$ cat config.mk
export PLATFORM = sky130hd
export DESIGN_NAME = rng_health_fifo
export DESIGN_NICKNAME = d
export VERILOG_FILES = /design/src/rtl/rng_health_fifo.sv
export SDC_FILE = /design/constraint.sdc
export NUM_CORES = 1
export LEC_CHECK = 0
export CORE_ASPECT_RATIO = 1.2
export CORE_MARGIN = 8
export CORE_UTILIZATION = 55
export CTS_CLUSTER_DIAMETER = 100
export CTS_CLUSTER_SIZE = 24
export DETAILED_ROUTE_END_ITERATION = 8
export PLACE_DENSITY = 0.8
export SYNTH_ARGS = -nofsm -noshare
export SYNTH_HDL_FRONTEND = slang
export SYNTH_SLANG_ARGS = --single-unit
$ cat constraint.sdc
create_clock -name clk -period 9.1 [get_ports clk]
set_input_delay 1.82 -clock clk [delete_from_list [all_inputs] [get_ports clk]]
set_output_delay 1.82 -clock clk [all_outputs]
set_load 0.02 [all_outputs]
$ cat src/rtl/rng_health_fifo.sv
// Health-tested FIFO for the 32-bit random word stream: repetition-count and
// adaptive-proportion tests gate words into a first-word-fall-through FIFO.
module rng_health_fifo #(
    parameter int DEPTH     = 4,
    parameter int WIN_WORDS = 16,
    parameter int ONES_LO   = 192,
    parameter int ONES_HI   = 320,
    parameter int REP_LIMIT = 3
) (
    input  logic                      clk,
    input  logic                      rst_n,
    input  logic                      en,
    input  logic [31:0]               in_data,
    input  logic                      in_valid,
    input  logic                      rd_en,
    output logic [31:0]               out_data,
    output logic                      out_valid,
    output logic [$clog2(DEPTH):0]    level,
    output logic                      healthy,
    output logic                      fail,
    output logic [1:0]                fail_code,
    output logic                      overflow
);

    localparam int PTR_W  = $clog2(DEPTH);
    localparam int LVL_W  = PTR_W + 1;
    localparam int ACC_W  = $clog2(WIN_WORDS * 32) + 1;
    localparam int WCNT_W = (WIN_WORDS > 1) ? $clog2(WIN_WORDS) : 1;
    localparam int REP_W  = $clog2(REP_LIMIT + 1);

    localparam logic [1:0] ST_STARTUP = 2'd0;
    localparam logic [1:0] ST_RUN     = 2'd1;
    localparam logic [1:0] ST_FAIL    = 2'd2;

    localparam logic [LVL_W-1:0]  DEPTH_V   = LVL_W'(DEPTH);
    localparam logic [ACC_W-1:0]  LO_V      = ACC_W'(ONES_LO);
    localparam logic [ACC_W-1:0]  HI_V      = ACC_W'(ONES_HI);
    localparam logic [WCNT_W-1:0] WIN_LAST  = WCNT_W'(WIN_WORDS - 1);
    localparam logic [REP_W-1:0]  REP_LIM_V = REP_W'(REP_LIMIT);

    function automatic logic [5:0] popcount(input logic [31:0] w);
        logic [5:0] c;
        c = '0;
        for (int i = 0; i < 32; i++) begin
            c = c + {5'd0, w[i]};
        end
        return c;
    endfunction

    logic [1:0]        state_q, state_d;
    logic [31:0]       mem_q [DEPTH];
    logic [31:0]       mem_d [DEPTH];
    logic [PTR_W-1:0]  wr_ptr_q, wr_ptr_d;
    logic [PTR_W-1:0]  rd_ptr_q, rd_ptr_d;
    logic [LVL_W-1:0]  count_q, count_d;
    logic              overflow_q, overflow_d;
    logic [1:0]        fail_code_q, fail_code_d;
    logic [31:0]       prev_q, prev_d;
    logic [REP_W-1:0]  rep_cnt_q, rep_cnt_d;
    logic [ACC_W-1:0]  acc_q, acc_d;
    logic [WCNT_W-1:0] wcnt_q, wcnt_d;

    logic [REP_W-1:0]  rep_new;
    logic [ACC_W-1:0]  total;
    logic              win_end;
    logic              rep_fail;
    logic              prop_fail;
    logic              pop;
    logic              push;
    logic              full;

    always_comb begin
        rep_new = '0;
        if (rep_cnt_q != '0 && in_data == prev_q) begin
            rep_new = (rep_cnt_q == REP_LIM_V) ? rep_cnt_q : rep_cnt_q + REP_W'(1);
        end else begin
            rep_new = REP_W'(1);
        end
        rep_fail  = (rep_new >= REP_LIM_V);
        win_end   = (wcnt_q == WIN_LAST);
        total     = acc_q + ACC_W'(popcount(in_data));
        prop_fail = win_end && ((total < LO_V) || (total > HI_V));
        full      = (count_q == DEPTH_V);
        pop       = rd_en && (count_q != '0);
        push      = in_valid && (state_q == ST_RUN) && !rep_fail && !prop_fail;
    end

    always_comb begin
        state_d     = state_q;
        mem_d       = mem_q;
        wr_ptr_d    = wr_ptr_q;
        rd_ptr_d    = rd_ptr_q;
        count_d     = count_q;
        overflow_d  = overflow_q;
        fail_code_d = fail_code_q;
        prev_d      = prev_q;
        rep_cnt_d   = rep_cnt_q;
        acc_d       = acc_q;
        wcnt_d      = wcnt_q;

        if (state_q != ST_FAIL) begin
            if (!en) begin
                // Soft flush: drop everything and re-qualify the source from scratch.
                state_d    = ST_STARTUP;
                wr_ptr_d   = '0;
                rd_ptr_d   = '0;
                count_d    = '0;
                overflow_d = 1'b0;
                rep_cnt_d  = '0;
                acc_d      = '0;
                wcnt_d     = '0;
            end else if (in_valid && (rep_fail || prop_fail)) begin
                state_d     = ST_FAIL;
                fail_code_d = {prop_fail, rep_fail};
                wr_ptr_d    = '0;
                rd_ptr_d    = '0;
                count_d     = '0;
            end else begin
                if (in_valid) begin
                    prev_d    = in_data;
                    rep_cnt_d = rep_new;
                    acc_d     = win_end ? '0 : total;
                    wcnt_d    = wcnt_q + WCNT_W'(1);
                    if (state_q == ST_STARTUP && win_end) begin
                        state_d   = ST_RUN;
                        rep_cnt_d = '0;
                    end
                end
                // A pop frees the head slot this edge, so a push into a full FIFO still lands.
                if (push && (!full || pop)) begin
                    mem_d[wr_ptr_q] = in_data;
                    wr_ptr_d        = wr_ptr_q + PTR_W'(1);
                end
                if (push && full && !pop) begin
                    overflow_d = 1'b1;
                end
                if (pop) begin
                    rd_ptr_d = rd_ptr_q + PTR_W'(1);
                end
                if (push && !full && !pop) begin
                    count_d = count_q + LVL_W'(1);
                end else if (pop && !push) begin
                    count_d = count_q - LVL_W'(1);
                end
            end
        end
    end

    always_ff @(posedge clk) begin
        if (!rst_n) begin
            state_q     <= ST_STARTUP;
            for (int i = 0; i < DEPTH; i++) begin
                mem_q[i] <= '0;
            end
            wr_ptr_q    <= '0;
            rd_ptr_q    <= '0;
            count_q     <= '0;
            overflow_q  <= 1'b0;
            fail_code_q <= 2'b00;
            prev_q      <= '0;
            rep_cnt_q   <= '0;
            acc_q       <= '0;
            wcnt_q      <= '0;
        end else begin
            state_q     <= state_d;
            mem_q       <= mem_d;
            wr_ptr_q    <= wr_ptr_d;
            rd_ptr_q    <= rd_ptr_d;
            count_q     <= count_d;
            overflow_q  <= overflow_d;
            fail_code_q <= fail_code_d;
            prev_q      <= prev_d;
            rep_cnt_q   <= rep_cnt_d;
            acc_q       <= acc_d;
            wcnt_q      <= wcnt_d;
        end
    end

    assign out_data  = mem_q[rd_ptr_q];
    assign out_valid = (count_q != '0);
    assign level     = count_q;
    assign healthy   = (state_q == ST_RUN);
    assign fail      = (state_q == ST_FAIL);
    assign fail_code = fail_code_q;
    assign overflow  = overflow_q;

endmodule

======== Yosys cells after proc, flatten, opt, wreduce, memory -nomap -nowiden ========
Index checks and enable logic that the tools add are counted.
W data, S select, Z words.
storage, ports and cells
  bits of input ports ..................... 37
  register bits ........................... 188
  logic and storage cells ................. 147
operators by class
  add/subtract/negate cells ............... 38
  bitwise gates (word level) .............. 3
  reductions and logical operators ........ 35
  muxes and demuxes ....................... 36
  magnitude comparators ................... 6
  equality and inequality tests ........... 15
operators by type and width
  kind                   number
  $add A6 B1 Y6          26
  $bwmux W128            1
  $mux W32               3
  $bmux W32 S2           1
  $demux W32 S2          1
  $mux W10               4
  $eq A32 B32 Y1         1
  $mux W2                16
  $logic_and A1 B1 Y1    15
  $mux W3                4
  $mux W4                3
  $ne A3 B1 Y1 const B   4
  $reduce_and A3 Y1      4
  $add A10 B6 Y10        1
  $gt A10 B9 Y1 const B  1
  $lt A10 B8 Y1 const B  1
  $reduce_and A4 Y1      2
  $add A2 B1 Y2 const B  3
  $add A5 B1 Y6          1
  $ge A3 B3 Y1 const B   2
  $not A2 Y3             2
  $reduce_and A2 Y1      3
  $add A4 B1 Y5          1
  $logic_not A1 Y1       5
  other kinds (21)       28

======== Depth between registers and ports, before layout ========
Gate-level depths: netlist of the first run.
  depth in word-level cells ............... 43
  mapped depth ............................ 24
  mapped depth without buffers ............ 24

======== Worst setup path before layout of the first run ========
OpenSTA, ideal clock, no wires.
  path type ............................... in2reg
  start ................................... input port in_data[0]
  end ..................................... register count_q[2], in the netlist level[2]
  required time ........................... 8983 ps
  arrival time ............................ 7827 ps
  path buffers ............................ 0
  stages on the path ...................... 22
  path slack .............................. 1156 ps
  cell sequence ........................... fa_1 inv_1 fa_1 fa_1 fa_1 fa_1 fa_1 fa_1 fa_1 nor2b_1 o31a_1 a22oi_1 a41o_1 a31oi_1 a21boi_4 and4_4 nor2b_1 fa_1 and3_1 mux2i_1 nor2_1 o22a_1
on the way
  cells in the longest elaborated chain, start to end .. 42
  elaborated cells between the ends (all ways) .. 55
  classes of those cells .................. add/sub: 32; order compare: 3; eq/ne: 2; mux: 4; reduce/logical: 14
ends and longest elaborated chain
  element                                         RTL line  RTL
  from (decl)                                     13        input logic [31:0] in_data,
  $add A1 B1 Y2                                   45        c = c + {5'd0, w[i]};
  $add A2 B1 Y3                                   45
  $add A3 B1 Y4                                   45
  $add A4 B1 Y5                                   45
  $add A5 B1 Y6                                   45
  $add A6 B1 Y6 (26 in series)                    45
  $add A10 B6 Y10                                 81        total = acc_q + ACC_W'(popcount(in_data));
  $lt A10 B8 Y1 or $gt A10 B9 Y1 (tied branches)  82        prop_fail = win_end && ((total < LO_V) || (total > HI_V));
  $logic_or A1 B1 Y1                              82
  $logic_and A1 B1 Y1                             82
  $logic_not A1 Y1                                85        push = in_valid && (state_q == ST_RUN) && !rep_fail && !prop_fail;
  $logic_and A1 B1 Y1                             85
  $logic_and A1 B1 Y1 (2 in series)               140       if (push && !full && !pop) begin
  $mux W3                                         140
  $mux W3                                         112       end else if (in_valid && (rep_fail || prop_fail)) begin
  $mux W3                                         102       if (!en) begin
  to (signal assigned)                            169       count_q <= count_d;
  to (decl)                                       55        logic [LVL_W-1:0] count_q, count_d;
Several ways; a longest one is shown, not always the timed one.
A chain may end at the register's enable or synchronous reset.

======== Final worst setup path of the first run ========
  start ................................... input port in_data[5]
  end ..................................... register count_q[2], in the netlist level[2]
on the way
  cells in the longest elaborated chain, start to end .. 38
  elaborated cells between the ends (all ways) .. 51
  classes of those cells .................. add/sub: 28; order compare: 3; eq/ne: 2; mux: 4; reduce/logical: 14
ends and longest elaborated chain
  element                                         RTL line
  $add A5 B1 Y6                                   45
  $add A6 B1 Y6 (26 in series)                    45
  $add A10 B6 Y10                                 81
  $lt A10 B8 Y1 or $gt A10 B9 Y1 (tied branches)  82
  $logic_or A1 B1 Y1                              82
  $logic_and A1 B1 Y1                             82
  $logic_not A1 Y1                                85
  $logic_and A1 B1 Y1                             85
  $logic_and A1 B1 Y1 (2 in series)               140
  $mux W3                                         140
  $mux W3                                         112
  $mux W3                                         102
Several ways; a longest one is shown, not always the timed one.

==> results of run 1 <==
-- worst register-to-register path: stages (launching register included) --
cell and delay, ps:
dfxtp_1 330, inv_1 70, fa_1 570, fa_1 440, fa_1 490, fa_1 530, fa_1 440, fa_1 420
fa_1 420, nor2b_1 190, o31a_1 250, a22oi_1 120, a41o_1 250, a31oi_1 300, a21boi_4 130, and4_4 230
nor2b_1 140, fa_1 370, and3_1 150, mux2i_1 150, nor2b_1 200, o22a_1 150
-- state kept, by name, indices dropped and copies added, names as in the netlist, 2 cells and up --
register	cells
mem_q	128
prev_q	32
state_q	2
fail_code	2
rep_cnt_q	2
rd_ptr_q	2
wr_ptr_q	2
level	3
wcnt_q	4
acc_q	10
-- cells by family after synthesis --
family	after synthesis	synth area share, %
simple gates	335	18.5
mux	54	10.0
flops	188	39.8
buf+inv	128	6.93
fa+ha+maj	47	8.36
compound gates	207	13.1
xor+xnor	37	3.42
-- cell usage after synthesis, types with 7 or more instances --
library cell | number | share of area, %
a21oi_1 | 23 | 1.2
buf_1 | 10 | 0.40
buf_2 | 8 | 0.42
buf_6 | 22 | 2.6
clkbuf_1 | 32 | 1.3
dfxtp_1 | 188 | 40
fa_1 | 27 | 5.7
ha_1 | 20 | 2.6
inv_1 | 56 | 2.2
mux2i_1 | 21 | 2.2
mux4_2 | 32 | 7.6
nand2_1 | 51 | 2.0
nand3_1 | 132 | 7.0
nand3_2 | 10 | 1.1
nand4_1 | 15 | 0.99
nor2_1 | 39 | 1.5
nor2b_1 | 46 | 3.0
nor3_1 | 9 | 0.48
o21ai_0 | 44 | 2.3
o21ai_1 | 89 | 4.7
o21ai_2 | 10 | 0.93
or3_1 | 7 | 0.46
xnor2_1 | 32 | 3.0
-- layout make-up --
class                           instances  area (µm²)  share of cell area, %
Clock buffer                           21         470                   4.37
Tap cell                              216         270                   2.51
Multi-Input combinational cell        680        5050                   46.9
Timing Repair Buffer                   89         887                   8.25
Inverter                               56         210                   1.95
Sequential cell                       188        3770                   35.0
Clock inverter                         11         106                  0.988
-- report_power, final --
group / total, W / switching (W) / internal, W
Clock: 0.000725 / 0.000323 / 0.000403
Combinational: 0.000922 / 0.000530 / 0.000393
Sequential: 0.000862 / 0.0000191 / 0.000843
-- worst paths after layout --
kind                    from   endpoint  slack, ps  cells past startpoint
setup / recovery  in_data[5]   level[2]        540                     23
hold / removal     mem_q[27]  mem_q[27]        460                      2
setup reg to reg    acc_q[0]   level[2]       2730                     21
hold reg to reg    mem_q[27]  mem_q[27]        460                      2
-- cell usage in the layout (no fill, tap or decap), types with 15 or more instances in the layout --
cell and count:
a21oi_1 23, clkbuf_16 17, clkdlybuf4s50_1 76, dfxtp_1 186
fa_1 27, ha_1 20, inv_1 56, mux2i_1 21
mux4_2 32, nand2_1 51, nand3_1 132, nand4_1 15
nor2_1 39, nor2b_1 46, o21ai_0 44, o21ai_1 89
xnor2_1 32
-- through the flow --
step / setup WS (ps) / area (µm²) / std cells / hold slack [ps] / total power, W
4_1_cts: 596 / 10800 / 1261 / 461 / 0.00252
6_report: 536 / 10800 / 1261 / 458 / 0.00251
3_5_place_dp: 187 / 10200 / 1229 / 450 / 0.00179
2_1_floorplan: 1160 / 9460 / 996 / 432 / 0.00159
5_1_grt: 314 / 10800 / 1261 / 475 / 0.00267
3_3_place_gp: 292 / 10200 / 1229 / 443 / 0.00177
-- metal layers --
metal,up-vias,wire length (µm)
li1,3573,-
met1,3551,9440
met5,-,0
met3,30,1160
met4,0,422
met2,205,10900
==> results.sh, run 1 <==
export IMPL_ys_seq_area_share_pct=39.8
export IMPL_cp_data_arrival_time_ps=8940
export IMPL_hold_viol_final=0
export IMPL_dp_hpwl_mm=14.8
export IMPL_fp_row_count=52
export IMPL_setup_viol=0
export IMPL_drive_above_1_share_pct=10.4
export IMPL_outcome="completed"
export IMPL_wl_per_cell_um=17.4
export IMPL_drcViolationCount=0
export IMPL_tns_ps=0
export IMPL_crit_path_end_kind="register"
export IMPL_cp_max_fo=5
export IMPL_pin_count=78
export IMPL_leakage_nw=4.03
export IMPL_syn_to_final_growth_pct=13.7
export IMPL_met1_usage_pct=26.0
export IMPL_ys_types=62
export IMPL_tightest_slew_ps=1080
export IMPL_clockRootBuffer="clkbuf_16"
export IMPL_cts_hold_buffers=0
export IMPL_fin_skew_ps=6.60
export IMPL_critPathRequiredTime_ps=9470
export IMPL_cts_repair_resized=0
export IMPL_firstDrtPassIters=6
export IMPL_grt_pass1_vias=7151
export IMPL_coreArea_mm2=0.0169
export IMPL_synth_nets=1080
export IMPL_htree_levels=4
export IMPL_path_clk_slew_ps=70
export IMPL_worst_slew_margin_rel_pct=27.8
export IMPL_viasPerCell=5.84
export IMPL_cts_setup_buffers=0
export IMPL_dr_first_iter_drc_count=645
export IMPL_cts_tree="yes"
export IMPL_synth_warnings=0
export IMPL_max_freq_mhz=117
export IMPL_cts_buffers_inserted=17
export IMPL_clockBufferDepth=2
export IMPL_finalNetCount=1116
export IMPL_fillCellCount=1371
export IMPL_path_class="input port to register"
export IMPL_hold_class="register to register"
export IMPL_use_met2_pct=34.3
export IMPL_cp_start_kind="input port"
export IMPL_async_reset_ff_share_pct=0
export IMPL_synth_flop_cell="dfxtp_1"
export IMPL_path_cells="clkdlybuf4s50_1 > inv_1 > fa_1 > fa_1 > fa_1 > fa_1 > fa_1 > fa_1 > fa_1 > fa_1 > nor2b_1 > o31a_1 > a22oi_1 > a41o_1 > a31oi_1 > a21boi_4 > and4_4 > nor2b_1 > fa_1 > and3_1 > mux2i_1 > nor2b_1 > o22a_1"
export IMPL_gp_congestion=0.942
export IMPL_die_w_um=136
export IMPL_cpLargestDelayFamily="adder cells"
export IMPL_crit_buf_inv=2
export IMPL_portBuffers=77
export IMPL_grt_max_degree=125
export IMPL_drv_cap=0
export IMPL_critPathMostFrequentCell="fa_1"
export IMPL_gr_total_overflow=0
export IMPL_grt_usage_pct=20.7
export IMPL_fin_crit_ps=8560
export IMPL_slowest_stage="clkdlybuf4s50_1"
export IMPL_grt_pass1_wl_mm=36.0
export IMPL_met3_usage_pct=3.55
export IMPL_antenna_found_initial=0
export IMPL_fin_util_pct=63.8
export IMPL_synth_edf_count=0
export IMPL_syn_area_mm2=0.00946
export IMPL_die_area_mm2=0.0217
export IMPL_slew_viol_final=0
export IMPL_slowest_delay_ps=570
export IMPL_vdd_drop_max_uv=296
export IMPL_finalWirelength_mm=22.0
export IMPL_start_util_pct=56.2
export IMPL_synth_area_per_cell_um2=9.50
export IMPL_powerDensity_mw_per_mm2=233
export IMPL_vias=7359
export IMPL_synth_seq_cells=188
export IMPL_grt_setup_unrepaired="false"
export IMPL_die_h_um=160
export IMPL_antenna_left=0
export IMPL_busiest_layer="met2"
export IMPL_cts_sinks=188
export IMPL_num_antenna_cells=0
export IMPL_fin_crit_sh_pct=94.1
export IMPL_clkLatencyLatePin_ps=430
export IMPL_syn_inst=996
No activity file was read; power rests on OpenSTA's default activity.
==> run 2: changes to the inputs <==
HOLD_SLACK_MARGIN = 0.05   (was default)
==> results of run 2 <==
No change in the layout: final DEF, timing and power equal those of run 1.
==> run 3: changes to the inputs <==
CORE_ASPECT_RATIO = default   (was 1.2)
CORE_UTILIZATION = 35   (was 55)
PLACE_DENSITY = 0.57   (was 0.8)
==> results.sh, run 3 (synthesized netlist as in run 1, its figures left out) <==
export IMPL_hold_viol_final=0
export IMPL_gr_total_overflow=0
export IMPL_syn_to_final_growth_pct=16.6
export IMPL_powerDensity_mw_per_mm2=231
export IMPL_clockRootBuffer="clkbuf_16"
export IMPL_vias=7112
export IMPL_portBuffers=77
export IMPL_max_freq_mhz=118
export IMPL_gp_congestion=0.836
export IMPL_die_area_mm2=0.0326
export IMPL_start_util_pct=35.4
export IMPL_antenna_found_initial=0
export IMPL_cts_setup_buffers=0
export IMPL_slowest_stage="fa_1"
export IMPL_placedInstanceArea_mm2=0.0104
export IMPL_cts_hold_buffers=0
export IMPL_grt_pass1_vias=7000
export IMPL_critPathRequiredTime_ps=9440
export IMPL_crit_buf_inv=2
export IMPL_hold_class="register to register"
export IMPL_cts_sinks=188
export IMPL_die_w_um=180
export IMPL_vdd_drop_max_uv=226
export IMPL_num_antenna_cells=0
export IMPL_finalNetCount=1126
export IMPL_coreArea_mm2=0.0267
export IMPL_fin_crit_ps=8450
export IMPL_seq_power_share_pct=33.8
export IMPL_tns_ps=0
export IMPL_path_clk_slew_ps=70
export IMPL_drcViolationCount=0
export IMPL_worst_slew_margin_rel_pct=28.8
export IMPL_largest_register_ff_count=128
export IMPL_grt_setup_unrepaired="false"
export IMPL_dr_first_iter_drc_count=470
export IMPL_cts_tree="yes"
export IMPL_path_cells="clkdlybuf4s50_1 > fa_1 > inv_1 > fa_1 > fa_1 > fa_1 > fa_1 > fa_1 > fa_1 > fa_1 > nor2b_1 > o31a_1 > a22oi_1 > a41o_1 > a31oi_1 > a21boi_4 > and4_4 > nor2b_1 > fa_1 > and3_1 > mux2i_1 > nor2_1 > o22a_1"
export IMPL_fp_row_count=60
export IMPL_grt_max_degree=125
export IMPL_clockBufferDepth=2
export IMPL_antenna_left=0
export IMPL_path_class="input port to register"
export IMPL_cp_max_fo=5
export IMPL_finalWirelength_mm=23.2
export IMPL_cp_start_kind="input port"
export IMPL_design_area_mm2=0.0110
export IMPL_total_power_w=0.00255
export IMPL_grt_usage_pct=14.5
export IMPL_p_int_w=0.00161
export IMPL_critPathMostFrequentCell="fa_1"
export IMPL_cts_buffers_inserted=17
export IMPL_final_common_cell="dfxtp_1"
export IMPL_p_sw_share_pct=36.6
export IMPL_grt_pass1_wl_mm=38.2
export IMPL_firstDrtPassIters=6
export IMPL_layout_common_cells="dfxtp_1, nand3_1, o21ai_1, clkdlybuf4s50_1, inv_1"
export IMPL_setup_viol=0
export IMPL_combPwrFrac_pct=37.0
export IMPL_wl_per_cell_um=16.6
export IMPL_cp_data_arrival_time_ps=8790
export IMPL_crit_path_end_kind="register"
export IMPL_reg_largest_list="mem_q x128, prev_q x32, acc_q x10"
export IMPL_drv_cap=0
export IMPL_pin_count=78
export IMPL_top_register="mem_q"
export IMPL_cts_repair_resized=0
export IMPL_tightest_slew_ps=1070
export IMPL_pwr_share_clk_pct=29.2
export IMPL_drive_above_1_share_pct=11.4
export IMPL_switchingPower_w=0.000933
export IMPL_leakage_nw=4.08
export IMPL_cpLargestDelayFamily="adder cells"
export IMPL_slew_viol_final=0
export IMPL_clkLatencyLatePin_ps=450
export IMPL_fin_skew_ps=21.8
export IMPL_post_place_cells=1364
export IMPL_die_h_um=180
export IMPL_outcome="completed"
export IMPL_fin_crit_sh_pct=92.9
export IMPL_fin_cells=1396
export IMPL_slowest_delay_ps=540
export IMPL_dp_hpwl_mm=16.4
export IMPL_viasPerCell=5.09
export IMPL_htree_levels=4
-- run 3: worst paths after layout --
path                    start        end  slack (ps)  cells past startpoint
setup / recovery  in_data[13]   level[2]         650                     23
hold / removal      mem_q[40]  mem_q[40]         460                      2
setup reg to reg     acc_q[0]   level[2]        2760                     21
hold reg to reg     mem_q[40]  mem_q[40]         460                      2
-- run 3: worst register-to-register path: stages, from the launching register on --
cell,delay (ps)
dfxtp_1,340
inv_1,60
fa_1,560
fa_1,440
fa_1,490
fa_1,540
fa_1,430
fa_1,420
fa_1,410
nor2b_1,180
o31a_1,250
a22oi_1,120
a41o_1,250
a31oi_1,300
a21boi_4,120
and4_4,230
nor2b_1,140
fa_1,370
and3_1,160
mux2i_1,160
nor2_1,60
o22a_1,200
-- run 3: per-stage QoR --
step                      util (%)  worst slack (ps)  hold slack, ps
after floorplan                  -              1160             432
after global routing          41.3               296             471
final                         41.3               647             456
after global placement        39.0               223             444
after CTS                     41.3               661             459
after detailed placement      39.0               200             447
-- run 3: area by class of cell --
cell class	instances	area [µm²]
Multi-Input combinational cell	680	5050
Inverter	56	210
Sequential cell	188	3770
Tap cell	341	427
Timing Repair Buffer	99	975
Fill cell	2656	15700
Clock inverter	15	178
Clock buffer	17	425
-- run 3: power groups by stage --
stage          Combinational [W]  Sequential [W]  Clock [W]
6_report                0.000942        0.000861   0.000743
2_1_floorplan           0.000715        0.000874          0
3_3_place_gp            0.000929        0.000880          0
5_1_grt                  0.00108        0.000864   0.000791
4_1_cts                 0.000952        0.000861   0.000760
3_5_place_dp            0.000943        0.000881          0
-- run 3: layer usage --
metal / track usage, % / wire length, µm / up-vias
met5: 0 / 0 / -
met4: 4.17 / 250 / 0
met3: 2.74 / 990 / 14
met2: 22.8 / 10400 / 146
met1: 20.0 / 11600 / 3347
li1: - / - / 3605
